## src/rtl/mdu_pkg.sv

```systemverilog
// Shared definitions for the iterative multiply/divide unit.
//   - op encodings as they arrive on the op port
//   - FSM state encodings
//   - abs_w: two's-complement magnitude of a sign-extended operand
package mdu_pkg;

    typedef enum logic [1:0] {
        MDU_MULT  = 2'b00,
        MDU_MULTU = 2'b01,
        MDU_DIV   = 2'b10,
        MDU_DIVU  = 2'b11
    } mdu_op_e;

    typedef enum logic [1:0] {
        S_IDLE = 2'b00,
        S_ITER = 2'b01,
        S_FIX  = 2'b10
    } mdu_state_e;

    // Operands of any WIDTH up to 64 are sign-extended to 64 bits by the caller.
    // The caller truncates the result back to WIDTH. The most negative value
    // maps onto itself, which reads correctly as an unsigned magnitude.
    function automatic logic [63:0] abs_w(input logic [63:0] x);
        return x[63] ? (~x + 64'd1) : x;
    endfunction

endpackage

```

## src/rtl/mdu_step.sv

```systemverilog
// One iteration of the multiply/divide datapath (purely combinational).
//   is_div    1      0: shift-add multiply step, 1: restoring divide step
//   acc       2W     accumulator {upper, lower}
//                      mul: {partial product, remaining multiplier bits}
//                      div: {remainder, dividend bits / quotient bits}
//   mcand     W      multiplicand magnitude (mul)
//   divisor   W      divisor magnitude (div)
//   acc_next  2W     accumulator after this step
module mdu_step #(
    parameter int WIDTH = 32
) (
    input  logic                 is_div,
    input  logic [2*WIDTH-1:0]   acc,
    input  logic [WIDTH-1:0]     mcand,
    input  logic [WIDTH-1:0]     divisor,
    output logic [2*WIDTH-1:0]   acc_next
);

    logic [WIDTH:0]   mul_sum;
    logic [WIDTH:0]   partial;
    logic             sub_ok;
    logic [WIDTH-1:0] rem_next;

    always_comb begin
        // Multiply: add into the upper half when the current multiplier bit is
        // set, then shift the whole accumulator right; the carry becomes the MSB.
        mul_sum = {1'b0, acc[2*WIDTH-1:WIDTH]} + (acc[0] ? {1'b0, mcand} : '0);

        // Divide: the shifted remainder needs W+1 bits because the bit leaving
        // the top of the remainder still takes part in the trial subtraction.
        partial  = acc[2*WIDTH-1:WIDTH-1];
        sub_ok   = (partial >= {1'b0, divisor});
        // Any kept difference is below the divisor, so W-bit wrap is exact.
        rem_next = sub_ok ? (partial[WIDTH-1:0] - divisor) : partial[WIDTH-1:0];

        if (is_div) begin
            acc_next = {rem_next, acc[WIDTH-2:0], sub_ok};
        end else begin
            acc_next = {mul_sum, acc[WIDTH-1:1]};
        end
    end

endmodule

```

## src/rtl/mdu_iter.sv

```systemverilog
// Iterative multiply/divide unit with HI/LO registers.
//   clk, reset (async, active-low)
//   start, op[1:0], a, b       launch MULT/MULTU/DIV/DIVU (sampled in IDLE only)
//   hi_we/hi_wdata, lo_we/lo_wdata   MTHI/MTLO, honoured in IDLE only
//   busy      op in flight (IDLE -> ITER x WIDTH -> FIX)
//   done      one-cycle pulse after the FIX edge; hi/lo hold the result
//   div_zero  pulses with done when a divide had b==0
//   hi, lo    HI/LO registers
module mdu_iter
    import mdu_pkg::*;
#(
    parameter int WIDTH = 32
) (
    input  logic             clk,
    input  logic             reset,
    input  logic             start,
    input  logic [1:0]       op,
    input  logic [WIDTH-1:0] a,
    input  logic [WIDTH-1:0] b,
    input  logic             hi_we,
    input  logic             lo_we,
    input  logic [WIDTH-1:0] hi_wdata,
    input  logic [WIDTH-1:0] lo_wdata,
    output logic             busy,
    output logic             done,
    output logic             div_zero,
    output logic [WIDTH-1:0] hi,
    output logic [WIDTH-1:0] lo
);

    localparam int CW = $clog2(WIDTH);

    mdu_state_e         state_reg, state_next;
    logic [CW-1:0]      cnt_reg;
    logic               is_div_reg;
    logic               neg_a_reg, neg_b_reg;
    logic [WIDTH-1:0]   opa_reg, opb_reg;
    logic [2*WIDTH-1:0] acc_reg, acc_step;
    logic [WIDTH-1:0]   hi_reg, lo_reg;
    logic               done_reg, div_zero_reg;

    // Operand decode at launch
    logic               op_signed, op_div;
    logic [WIDTH-1:0]   a_mag, b_mag;

    assign op_signed = (op == MDU_MULT) || (op == MDU_DIV);
    assign op_div    = (op == MDU_DIV)  || (op == MDU_DIVU);
    assign a_mag = (op_signed && a[WIDTH-1]) ? WIDTH'(abs_w(64'(signed'(a)))) : a;
    assign b_mag = (op_signed && b[WIDTH-1]) ? WIDTH'(abs_w(64'(signed'(b)))) : b;

    mdu_step #(.WIDTH(WIDTH)) u_step (
        .is_div   (is_div_reg),
        .acc      (acc_reg),
        .mcand    (opa_reg),
        .divisor  (opb_reg),
        .acc_next (acc_step)
    );

    // Sign correction applied on the FIX edge
    logic               neg_res;
    logic [2*WIDTH-1:0] prod_fix;
    logic [WIDTH-1:0]   quo_fix, rem_fix, a_orig;

    always_comb begin
        neg_res  = neg_a_reg ^ neg_b_reg;
        prod_fix = neg_res ? (~acc_reg + 1'b1) : acc_reg;
        quo_fix  = neg_res ? (~acc_reg[WIDTH-1:0] + 1'b1) : acc_reg[WIDTH-1:0];
        rem_fix  = neg_a_reg ? (~acc_reg[2*WIDTH-1:WIDTH] + 1'b1) : acc_reg[2*WIDTH-1:WIDTH];
        // Original dividend, rebuilt for the divide-by-zero result
        a_orig   = neg_a_reg ? (~opa_reg + 1'b1) : opa_reg;
    end

    always_ff @(posedge clk or negedge reset) begin
        if (!reset) begin
            state_reg <= S_IDLE;
        end else begin
            state_reg <= state_next;
        end
    end

    always_comb begin
        state_next = state_reg;
        case (state_reg)
            S_IDLE:  if (start) state_next = S_ITER;
            S_ITER:  if (cnt_reg == '0) state_next = S_FIX;
            S_FIX:   state_next = S_IDLE;
            default: state_next = S_IDLE;
        endcase
    end

    always_ff @(posedge clk or negedge reset) begin
        if (!reset) begin
            cnt_reg      <= '0;
            is_div_reg   <= 1'b0;
            neg_a_reg    <= 1'b0;
            neg_b_reg    <= 1'b0;
            opa_reg      <= '0;
            opb_reg      <= '0;
            acc_reg      <= '0;
            hi_reg       <= '0;
            lo_reg       <= '0;
            done_reg     <= 1'b0;
            div_zero_reg <= 1'b0;
        end else begin
            done_reg     <= 1'b0;
            div_zero_reg <= 1'b0;
            case (state_reg)
                S_IDLE: begin
                    if (hi_we) hi_reg <= hi_wdata;
                    if (lo_we) lo_reg <= lo_wdata;
                    if (start) begin
                        is_div_reg <= op_div;
                        neg_a_reg  <= op_signed && a[WIDTH-1];
                        neg_b_reg  <= op_signed && b[WIDTH-1];
                        opa_reg    <= a_mag;
                        opb_reg    <= b_mag;
                        // Upper half cleared; lower half carries the bits that
                        // get consumed: multiplier for mul, dividend for div.
                        acc_reg    <= {{WIDTH{1'b0}}, (op_div ? a_mag : b_mag)};
                        cnt_reg    <= CW'(WIDTH - 1);
                    end
                end
                S_ITER: begin
                    acc_reg <= acc_step;
                    cnt_reg <= cnt_reg - 1'b1;
                end
                S_FIX: begin
                    done_reg <= 1'b1;
                    if (!is_div_reg) begin
                        {hi_reg, lo_reg} <= prod_fix;
                    end else if (opb_reg == '0) begin
                        hi_reg       <= a_orig;
                        lo_reg       <= '1;
                        div_zero_reg <= 1'b1;
                    end else begin
                        hi_reg <= rem_fix;
                        lo_reg <= quo_fix;
                    end
                end
                default: ;
            endcase
        end
    end

    assign busy     = (state_reg != S_IDLE);
    assign done     = done_reg;
    assign div_zero = div_zero_reg;
    assign hi       = hi_reg;
    assign lo       = lo_reg;

endmodule

```

## config.mk

```make
export PLATFORM = sky130hd
export DESIGN_NAME = mdu_iter
export DESIGN_NICKNAME = d
export VERILOG_FILES = /design/src/rtl/mdu_pkg.sv /design/src/rtl/mdu_step.sv /design/src/rtl/mdu_iter.sv
export SDC_FILE = /design/constraint.sdc
export NUM_CORES = 1
export LEC_CHECK = 0
export CORE_MARGIN = 4
export CORE_UTILIZATION = 35
export DETAILED_ROUTE_END_ITERATION = 6
export HOLD_SLACK_MARGIN = 0.08
export PLACE_DENSITY = 0.51
export SLEW_MARGIN = 20
export SYNTH_ARGS = -nofsm -noshare
export SYNTH_HDL_FRONTEND = slang
export SYNTH_SLANG_ARGS = --single-unit
export TNS_END_PERCENT = 100
```

## constraint.sdc

```tcl
create_clock -name clk -period 9.1 [get_ports clk]
set_input_delay 0.91 -clock clk [delete_from_list [all_inputs] [get_ports clk]]
set_output_delay 0.91 -clock clk [all_outputs]
set_load 0.03 [all_outputs]
```

Word level (Yosys, flattened, before mapping) --
Index checks and enable logic that the tools add are counted.
Cells by class: add/sub/neg operators 9, $lt $le $gt $ge 1, equality and inequality tests 8, multiplexer cells 31, bitwise logic cells 7, reduce and logical (&&, ||, !) cells 16
Operators by type and width (number):
- $mux 32 | 16
- $mux 64 | 3
- $add 32x1->32 const B | 5
- $not 32->32 | 5
- $pmux 32 s2 | 2
- $pmux 64 s2 | 1
- $add 64x1->64 const B | 1
- $not 64->64 | 1
- $add 32x33->33 | 1
- $ge 33x32->1 | 1
- $logic_not 32->1 | 1
- $sub 32x32->32 | 1
- $pmux 5 s2 | 1
- $reduce_and 2->1 | 5
- $ne 2x2->1 const B | 4
- $eq 2x2->1 const B | 3
- $reduce_bool 2->1 | 3
- $logic_not 5->1 | 1
- $mux 5 | 1
- $sub 5x1->5 const B | 1
- $logic_not 2->1 | 2
- $mux 1 | 4
- $mux 2 | 2
- $pmux 2 s2 | 1
- 4 further kinds | 6
Word-level totals: register bits after elaboration 204

Depth between registers and ports, before layout --
Gate-level depths: netlist (run 1).
word-level depth 7, mapped depth 14, gate-level depth less buffers 14

By module --
From an unflattened synthesis (run 1), not the netlist that was laid out.
Second synthesis, totals: cell total of the unflattened synthesis 2234, area total of the unflattened synthesis 17575.6 µm²
By module, submodules not included:
- mdu_iter | instances 1, cells an instance 1585, area each 13148.9 µm², sequential area each 5104.9 µm²
- mdu_step | instances 1, cells an instance 649, area each 4426.7 µm², sequential area each 0.0 µm²

Worst setup path before layout (run 1) --
No wires, ideal clock.
path type register to register, from register acc_reg[0], to register acc_reg[63], library setup time 0.082 ns, arrival 3.151 ns, slack 5.867 ns, stages on the path, launching flop included 15, clock period less this slack 3.233 ns, cells stage by stage dfrtp_1 -> inv_1 -> nor2_1 -> ha_1 -> inv_1 -> fa_1 -> nor2b_1 -> o2111ai_1 -> a21boi_0 -> a21oi_1 -> o31a_1 -> o31ai_1 -> nand4_1 -> a22o_1 -> a31oi_1
On the way: longest elaborated chain between the ends 4
Ends and longest elaborated chain:
- start, declared | RTL line mdu_iter.sv:38 | logic [2*WIDTH-1:0] acc_reg, acc_step;
- start signal, assigned | RTL line mdu_iter.sv:119 | acc_reg <= {{WIDTH{1'b0}}, (op_div ? a_mag : b_mag)};
- start signal, assigned | RTL line mdu_iter.sv:124 | acc_reg <= acc_step;
- $mux 32 | RTL line mdu_step.sv:27 | mul_sum = {1'b0, acc[2*WIDTH-1:WIDTH]} + (acc[0] ? {1'b0, mcand} : '0);
- $add 32x33->33 | RTL line mdu_step.sv:27
- $mux 64 | RTL line mdu_step.sv:36 | if (is_div) begin
- $pmux 64 s2 | RTL line mdu_iter.sv:107 | case (state_reg)
Every way passes these cells. A chain may end at the register's enable or synchronous reset.

Worst setup path after layout (run 1) --
from register acc_reg[0], to register acc_reg[61]
Same word-level chain as after synthesis.

==> results of run 1 <==
final timing paths:
check | from | slack (ns) | cells past startpoint | to
max in group asynchronous | reset | 7.33 | 2 | neg_a_reg
min in group clk | lo[14] | 0.48 | 2 | lo[14]
worst max-delay path | acc_reg[0] | 4.77 | 15 | acc_reg[61]
worst max register to register | acc_reg[0] | 4.77 | 15 | acc_reg[61]
worst min register to register | lo[14] | 0.48 | 2 | lo[14]
worst min-delay path | reset | 0.35 | 1 | acc_reg[60]
logic make-up after synthesis:
logic type	after synthesis	synth area share [%]
compound gates	697	24.8
xor+xnor	216	11.0
flops	204	29.8
buf+inv	210	4.64
mux	65	3.90
simple gates	731	20.5
fa+ha+maj	73	5.42
cells in the mapped netlist (31+ instances only):
cell type	instances
nor4_1	31
o221ai_1	32
nor3_1	54
nor2_1	139
xor2_1	103
o21ai_0	265
ha_1	71
mux2i_1	60
and2_1	39
inv_1	66
a21oi_1	177
or3_1	38
xnor2_1	113
clkbuf_1	125
nand3_1	60
dfrtp_1	204
nand2_1	259
power by group through the flow:
stage / sequential [mW] / clock, mW / combinational (mW)
global route: 2.29 / 1.09 / 6.00
global placement: 2.22 / 0 / 5.40
floorplan: 1.98 / 0 / 3.73
CTS: 2.22 / 1.06 / 5.44
detailed placement: 2.23 / 0 / 5.41
finish: 2.24 / 1.04 / 5.45
through the flow:
step                total power [mW]  util, %  cells  cell area [um2]
detailed placement              7.64     41.0   2898            19700
global placement                7.62     41.0   2898            19700
CTS                             8.71     42.7   2943            20500
global route                    9.37     42.7   2943            20500
floorplan                       5.71        -   2196            17100
finish                          8.73     42.7   2943            20500
per-layer routing:
layer  up-vias  wire length [um]
met5         -                 0
met4         0              2070
met1      8333             31400
met2       509             32300
li1       8183                 -
met3        88              3450
cell type report:
cell class	count	share of cell area, %
flip-flops and latches	204	24.9
repair buffers	230	10.9
clock inverters	11	0.646
inverters	67	1.22
well taps	615	3.75
multi-input cells	1782	55.1
clock buffers	34	3.46
==> impl_metrics.toml, run 1 <==
[outcome]
outcome = "finished, final reports clean"

[cts]
clkTransAtPathRegs_ns = 0.06
cts-hold-fix-buffers = 0
cts_tree = "done"
cts_buffer_depth = 3
cts_resized = 0
cts_buffers = 26
h-tree-depth = 1
root_buffer = "clkbuf_16"
insertion_delay_ns = 0.57
cts_sinks = 204
cts_setup_buffers = 0

[timing]
fin_skew_ns = 0.0139
period_needed_ns = 4.33
max-slew-margin-rel_pct = 33.7
tightest_slew_ns = 0.995
fin_tns_setup_ns = 0
setup_viol = 0
setup_ws_ns = 4.77
grt_setup_unrepaired = "false"
final_max_slew_viol_count = 0
finalCritPeriodShare_pct = 47.5
whs_ns = 0.348
fmax_mhz = 231
finalHoldViolations = 0

[floorplanning]
die_x_um = 229
dieArea_mm2 = 0.0526
fp.dieH_um = 229
rows = 80
core-area_mm2 = 0.0480
io_pins = 202
initial_core_util_pct = 35.7

[placed_design]
place_congestion = 0.942
dpl_worst_slack_ns = 4.81
port-buffer-count = 201
dp_hpwl_um = 54000

[layout]
layout_common_cells = "264 x o21ai_0, 258 x nand2_1, 202 x dfrtp_1"
nets = 2519
drive_gt1_share_pct = 4.38
seq_area_mm2 = 0.00511
diodes = 0
nFillCells = 4930
largest_reg_flops = 64
area_delta_synth_final_pct = 19.8
multi_input_area_mm2 = 0.0113
final_common_cell = "o21ai_0"

[yosys]
synthArstFlopShare_pct = 100
synthCells = 2196
yosysSeqAreaShare_pct = 29.8
yosysWarnings = 0
synth_top_area_cell = "dfrtp_1"
synth_top_area_share_pct = 29.8
synth_ff_type = "dfrtp_1"
synth.cell_area_mm2 = 0.0171
synth_cell_types = 71
avgSynthCellArea_um2 = 7.81
ys_ff_latch = 204
synth-edff-count = 0
synth_area_leaders = "dfrtp_1 30%, o21ai_0 7.7%, xnor2_1 5.8%"
synth_nets = 2404

[power]
p_sw_share_pct = 52.2
p_switching_mw = 4.55
power_frac_seq_pct = 25.7
leakagePower_nw = 8.16
vdd_ir_drop_max_uv = 191
p_int_mw = 4.17
p_per_area_mw_per_mm2 = 425
power_frac_clock_pct = 11.9
p_comb_share_pct = 62.4

[worst_setup_path]
criticalPathCategory = "reg2reg"
critPathLaunchType = "register"
cp_cell_sequence = "inv_1 > nor2_1 > ha_1 > inv_1 > fa_1 > nor2b_1 > o2111ai_1 > a21boi_0 > buf_4 > a21oi_1 > o31a_1 > o31ai_1 > o311ai_0 > xor2_1 > o21ai_0"
slowest_delay_ns = 0.95
critical_path_arrival_ns = 4.80
required_ns = 9.57
slowest_stage = "dfrtp_1"
worstPathMaxFanout = 35
critPathBufInv = 3
cp_top_family = "compound AO/OA/AOI/OAI gates"
cpMostUsedCell = "inv_1"
critPathCaptureType = "register"

[grt]
grt_pass1_wl_um = 105000
use_met1_pct = 35.1
grt_util_met3_pct = 3.12
use_met2_pct = 41.9
grt_pass1_vias = 16600
grt_max_degree = 108
antenna_found_initial = 3
grt.total_usage_pct = 25.3
top_usage_layer = "met2"
grt_remaining_overflow = 0

[routing]
viasPerCell = 5.81
routed_wl_um = 69200
drtPass1Iterations = 5
ant_nets = 0
wl_per_cell_um = 23.5
via_count = 17100
drc = 0
drtIter0Drc = 1584

[flow_run]
max_cap_violations = 0

[worst_hold_path]
worstHoldPathType = "in2async"
Note: power is estimated with default switching activity, not from simulation.
==> inputs of run 2 (changes only) <==
- PLACE_DENSITY: 0.51 -> 0.53
- clock period: 9.1 -> 3.7 ns (I/O delays scaled with it)
==> run 2 against run 1 <==
Compared with the run above: die area unchanged; sequential cell count stayed put; count of clock-buffer cells in the layout grew 3; fmax grew 24%; via count rose by 4.1%; sequential power increased by 110%; critical path type unchanged; largest cell class unchanged; largest power group unchanged.
==> impl_metrics.toml, run 2 (synthesized netlist as in run 1, its figures left out) <==
[outcome]
outcome = "finished, final reports clean"

[layout]
drive_gt1_share_pct = 9.07
layout_common_cells = "264 x o21ai_0, 258 x nand2_1, 201 x dfrtp_1"
nets = 2637
largest_reg_flops = 64
diodes = 0
final_common_cell = "o21ai_0"
area_delta_synth_final_pct = 25.3

[worst_setup_path]
startpoint = "acc_reg[31]"
critPathCaptureType = "register"
crit_end = "acc_reg[54]"
reg2reg_from = "acc_reg[31]"
critPathLaunchType = "register"
required_ns = 4.15
reg2reg_depth = 14
worstPathMaxFanout = 5
critical_path_arrival_ns = 3.94
r2r-end = "acc_reg[54]"
r2r_slack_ns = 0.21
criticalPathCategory = "reg2reg"

[grt]
grt.total_usage_pct = 26.3
grt_pass1_wl_um = 109000
grt_max_degree = 84
grt_pass1_vias = 17600
grt_remaining_overflow = 0
antenna_found_initial = 2

[floorplanning]
core-area_mm2 = 0.0480
initial_core_util_pct = 35.7
die_x_um = 229
io_pins = 202
rows = 80
dieArea_mm2 = 0.0526
fp.dieH_um = 229

[timing]
fmax_mhz = 287
period_needed_ns = 3.49
max-slew-margin-rel_pct = 37.7
whs_ns = 0.413
grt_setup_unrepaired = "false"
setup_viol = 0
fin_skew_ns = 0.0168
finalCritPeriodShare_pct = 94.3
tightest_slew_ns = 0.926
final_max_slew_viol_count = 0
fin_tns_setup_ns = 0
finalHoldViolations = 0

[power]
p_comb_share_pct = 67.7
power_frac_clock_pct = 11.4
p_per_area_mw_per_mm2 = 1060
p_int_mw = 11.2
p_switching_mw = 11.5
power_frac_seq_pct = 20.9
vdd_ir_drop_max_uv = 428
leakagePower_nw = 8.75
p_sw_share_pct = 50.9
total_power_mw = 22.7

[routing]
drc = 0
wl_per_cell_um = 23.4
ant_nets = 0
routed_wl_um = 71500
drtPass1Iterations = 6
drtIter0Drc = 1541
viasPerCell = 5.82
via_count = 17800

[cts]
cts_sinks = 204
cts_buffers = 25
clkTransAtPathRegs_ns = 0.06
h-tree-depth = 1
root_buffer = "clkbuf_16"
cts_tree = "done"
insertion_delay_ns = 0.57
cts_buffer_depth = 3

[placed_design]
place_congestion = 0.987
port-buffer-count = 201
dp_hpwl_um = 57600

[worst_hold_path]
hold_depth = 3
worstHoldPathType = "in2reg"

[flow_run]
max_cap_violations = 0
## run 2: layout make-up
type	instances	area (um2)
clock inverters	9	119
multi-input cells	1782	11300
clock buffers	37	741
fillers	4858	26600
flip-flops and latches	204	5110
well taps	615	769
inverters	67	251
repair buffers	349	3180
## run 2: worst min-delay path by stage
stage	slack, ns	end	from
finish	0.41	hi[3]	hi_wdata[3]
global route	0.41	hi[3]	hi_wdata[3]
CTS	0.40	hi[3]	hi_wdata[3]
detailed placement	0.47	hi[3]	hi[3]
global placement	0.46	cnt_reg[4]	cnt_reg[4]
floorplan	0.07	acc_reg[0]	reset
## run 2: worst max-delay path: stages (launching register included)
cell      delay [ns]
dfrtp_1         0.37
inv_1           0.15
ha_1            0.19
inv_1           0.05
fa_1            0.40
a21oi_1         0.29
o211ai_1        0.14
a21o_1          0.23
o221ai_1        0.20
buf_4           0.18
o311ai_0        0.23
a21oi_1         0.39
xor2_1          0.21
nor2_1          0.08
a211o_1         0.26
## run 2: per-stage QoR
step           area, um2  setup slack (ns)  instances  util, %
3_5_place_dp       20600             0.214       3014     42.9
4_1_cts            21500             0.215       3061     44.7
3_3_place_gp       20600             0.242       3014     42.9
2_1_floorplan      17100             0.467       2196        -
5_1_grt            21500           0.00181       3063     44.7
6_report           21500             0.212       3063     44.7
## run 2: power by group through the flow
stage / clock (mW) / sequential (mW) / combinational (mW)
5_1_grt: 2.72 / 4.86 / 16.7
3_5_place_dp: 0 / 4.73 / 15.1
4_1_cts: 2.63 / 4.71 / 15.2
6_report: 2.58 / 4.75 / 15.4
2_1_floorplan: 0 / 4.88 / 9.17
3_3_place_gp: 0 / 4.72 / 15.0
## run 2: what timing repair did
item,in CTS,in global routing
setup buffers,0,2
endpoints found under the setup margin,0,11
endpoints found under the hold margin,79,0
hold buffers,1,0
resized for setup,0,1
## run 2: routing by layer
metal	track usage, %	share of wire [%]	routed length, um
met1	36.4	45	32100
met3	3.24	5.3	3810
met2	43.9	47	33600
met4	6.66	2.9	2060
met5	0	0	0
==> inputs of run 3 (changes only) <==
- TNS_END_PERCENT: 100 -> 1
==> run 3 against run 2 <==
Compared with the run above: the flow now finishes with violations (DRC); fmax fell by 0.29%; via count fell by 0.13%; sequential power barely moved; global-route usage did not move; utilization barely moved; sequential cell count did not move; wire length rose by 0.26%; clock power barely moved; largest cell class unchanged.
==> impl_metrics.toml, run 3 (synthesized netlist as in run 1, its figures left out) <==
[timing]
period_needed_ns = 3.50
fin_skew_ns = 0.0154
max-slew-margin-rel_pct = 42.0
finalHoldViolations = 0
fin_tns_setup_ns = 0
setup_viol = 0
grt_setup_unrepaired = "false"
finalCritPeriodShare_pct = 94.6
final_max_slew_viol_count = 0
whs_ns = 0.408
fmax_mhz = 286
tightest_slew_ns = 0.863

[cts]
cts_setup_buffers = 0
root_buffer = "clkbuf_16"
cts_buffer_depth = 3
h-tree-depth = 1
cts_sinks = 204
cts_buffers = 25
cts_tree = "done"
insertion_delay_ns = 0.57
clkTransAtPathRegs_ns = 0.06

[routing]
drtPass1Iterations = 7
drc = 11
viasPerCell = 5.81
wl_per_cell_um = 23.4
routed_wl_um = 71700
drtIter0Drc = 1577
via_count = 17800
ant_nets = 0

[power]
leakagePower_nw = 8.74
p_per_area_mw_per_mm2 = 1060
vdd_ir_drop_max_uv = 426

[worst_setup_path]
r2r_slack_ns = 0.20
worstPathMaxFanout = 5
critPathCaptureType = "register"
reg2reg_depth = 14
r2r-end = "acc_reg[54]"
criticalPathCategory = "reg2reg"
reg2reg_from = "acc_reg[31]"
required_ns = 4.15
critPathLaunchType = "register"
critical_path_arrival_ns = 3.95

[flow_run]
max_cap_violations = 0

[layout]
largest_reg_flops = 64
final_cells = 3061
diodes = 0
final_common_cell = "o21ai_0"
nFillCells = 4858
multi_input_area_mm2 = 0.0113
seq_area_mm2 = 0.00511
layout_common_cells = "263 x o21ai_0, 258 x nand2_1, 201 x dfrtp_1"
drive_gt1_share_pct = 8.99
area_delta_synth_final_pct = 25.3
nets = 2635

[grt]
grt_max_degree = 84
grt_remaining_overflow = 0
grt_pass1_wl_um = 109000
antenna_found_initial = 2
grt.total_usage_pct = 26.3
grt_pass1_vias = 17600

[floorplanning]
fp.dieH_um = 229
core-area_mm2 = 0.0480
io_pins = 202
rows = 80
initial_core_util_pct = 35.7
die_x_um = 229
dieArea_mm2 = 0.0526

[placed_design]
port-buffer-count = 201
dp_hpwl_um = 57600
dp_cells = 3014
place_congestion = 0.987

[worst_hold_path]
worstHoldPathType = "in2async"

[outcome]
violations = "DRC"
outcome = "finished, violations left"
==> run 3: changes by cell type in the layout (fill, tap and decap cells not counted), sizes merged <==
cell / previous run / this run
buf: 147 / 145
==> run 3: worst max-delay path: stages, from the launching register on <==
cell      delay (ns)
dfrtp_1         0.37
inv_1           0.15
ha_1            0.19
inv_1           0.05
fa_1            0.40
a21oi_1         0.29
o211ai_1        0.14
a21o_1          0.23
o221ai_1        0.20
buf_4           0.18
o311ai_0        0.24
a21oi_1         0.38
xor2_1          0.20
nor2_1          0.08
a211o_1         0.26
==> run 3: final cells by class <==
| cell class | count | share of cell area [%] |
|---|---|---|
| Sequential cell | 204 | 23.8 |
| Clock buffer | 37 | 3.45 |
| Clock inverter | 9 | 0.554 |
| Inverter | 67 | 1.17 |
| Timing Repair Buffer | 347 | 14.7 |
| Multi-Input combinational cell | 1782 | 52.7 |
| Tap cell | 615 | 3.58 |
==> run 3: stage by stage <==
stage | util (%) | area (um2) | power, mW | worst slack (ns)
3_5_place_dp | 42.9 | 20600 | 19.9 | 0.214
6_report | 44.7 | 21500 | 22.7 | 0.202
3_3_place_gp | 42.9 | 20600 | 19.8 | 0.242
2_1_floorplan | - | 17100 | 14.0 | 0.467
4_1_cts | 44.7 | 21500 | 22.5 | 0.215
5_1_grt | 44.7 | 21500 | 24.3 | 0.00181
==> run 3: where the power goes <==
group | internal (mW) | total (mW) | switching, mW
Sequential | 3.35 | 4.75 | 1.40
Clock | 1.53 | 2.58 | 1.05
Combinational | 6.24 | 15.4 | 9.12
Total | 11.1 | 22.7 | 11.6
==> run 3: worst max-delay path by stage <==
stage / to / depth (start not counted) / from / slack [ns]
CTS: acc_reg[61] / 16 / acc_reg[0] / 0.22
floorplan: acc_reg[63] / 14 / acc_reg[0] / 0.47
global placement: acc_reg[54] / 14 / acc_reg[31] / 0.24
finish: acc_reg[54] / 14 / acc_reg[31] / 0.20
detailed placement: acc_reg[61] / 16 / acc_reg[0] / 0.21
global route: acc_reg[61] / 16 / acc_reg[0] / 0.002
==> run 3: repair_timing <==
action,in CTS,in global routing
setup endpoints to repair,0,11
endpoints found under the hold margin,79,0
hold buffers,1,0
resized for setup,0,2
==> run 3: per-layer routing <==
| metal | global-route usage (%) | vias to the layer above | wire (um) |
|---|---|---|---|
| li1 | - | 8422 | - |
| met1 | 36.4 | 8609 | 32000 |
| met2 | 43.9 | 650 | 33600 |
| met3 | 3.24 | 113 | 4120 |
| met4 | 6.66 | 0 | 2060 |
| met5 | 0 | - | 0 |
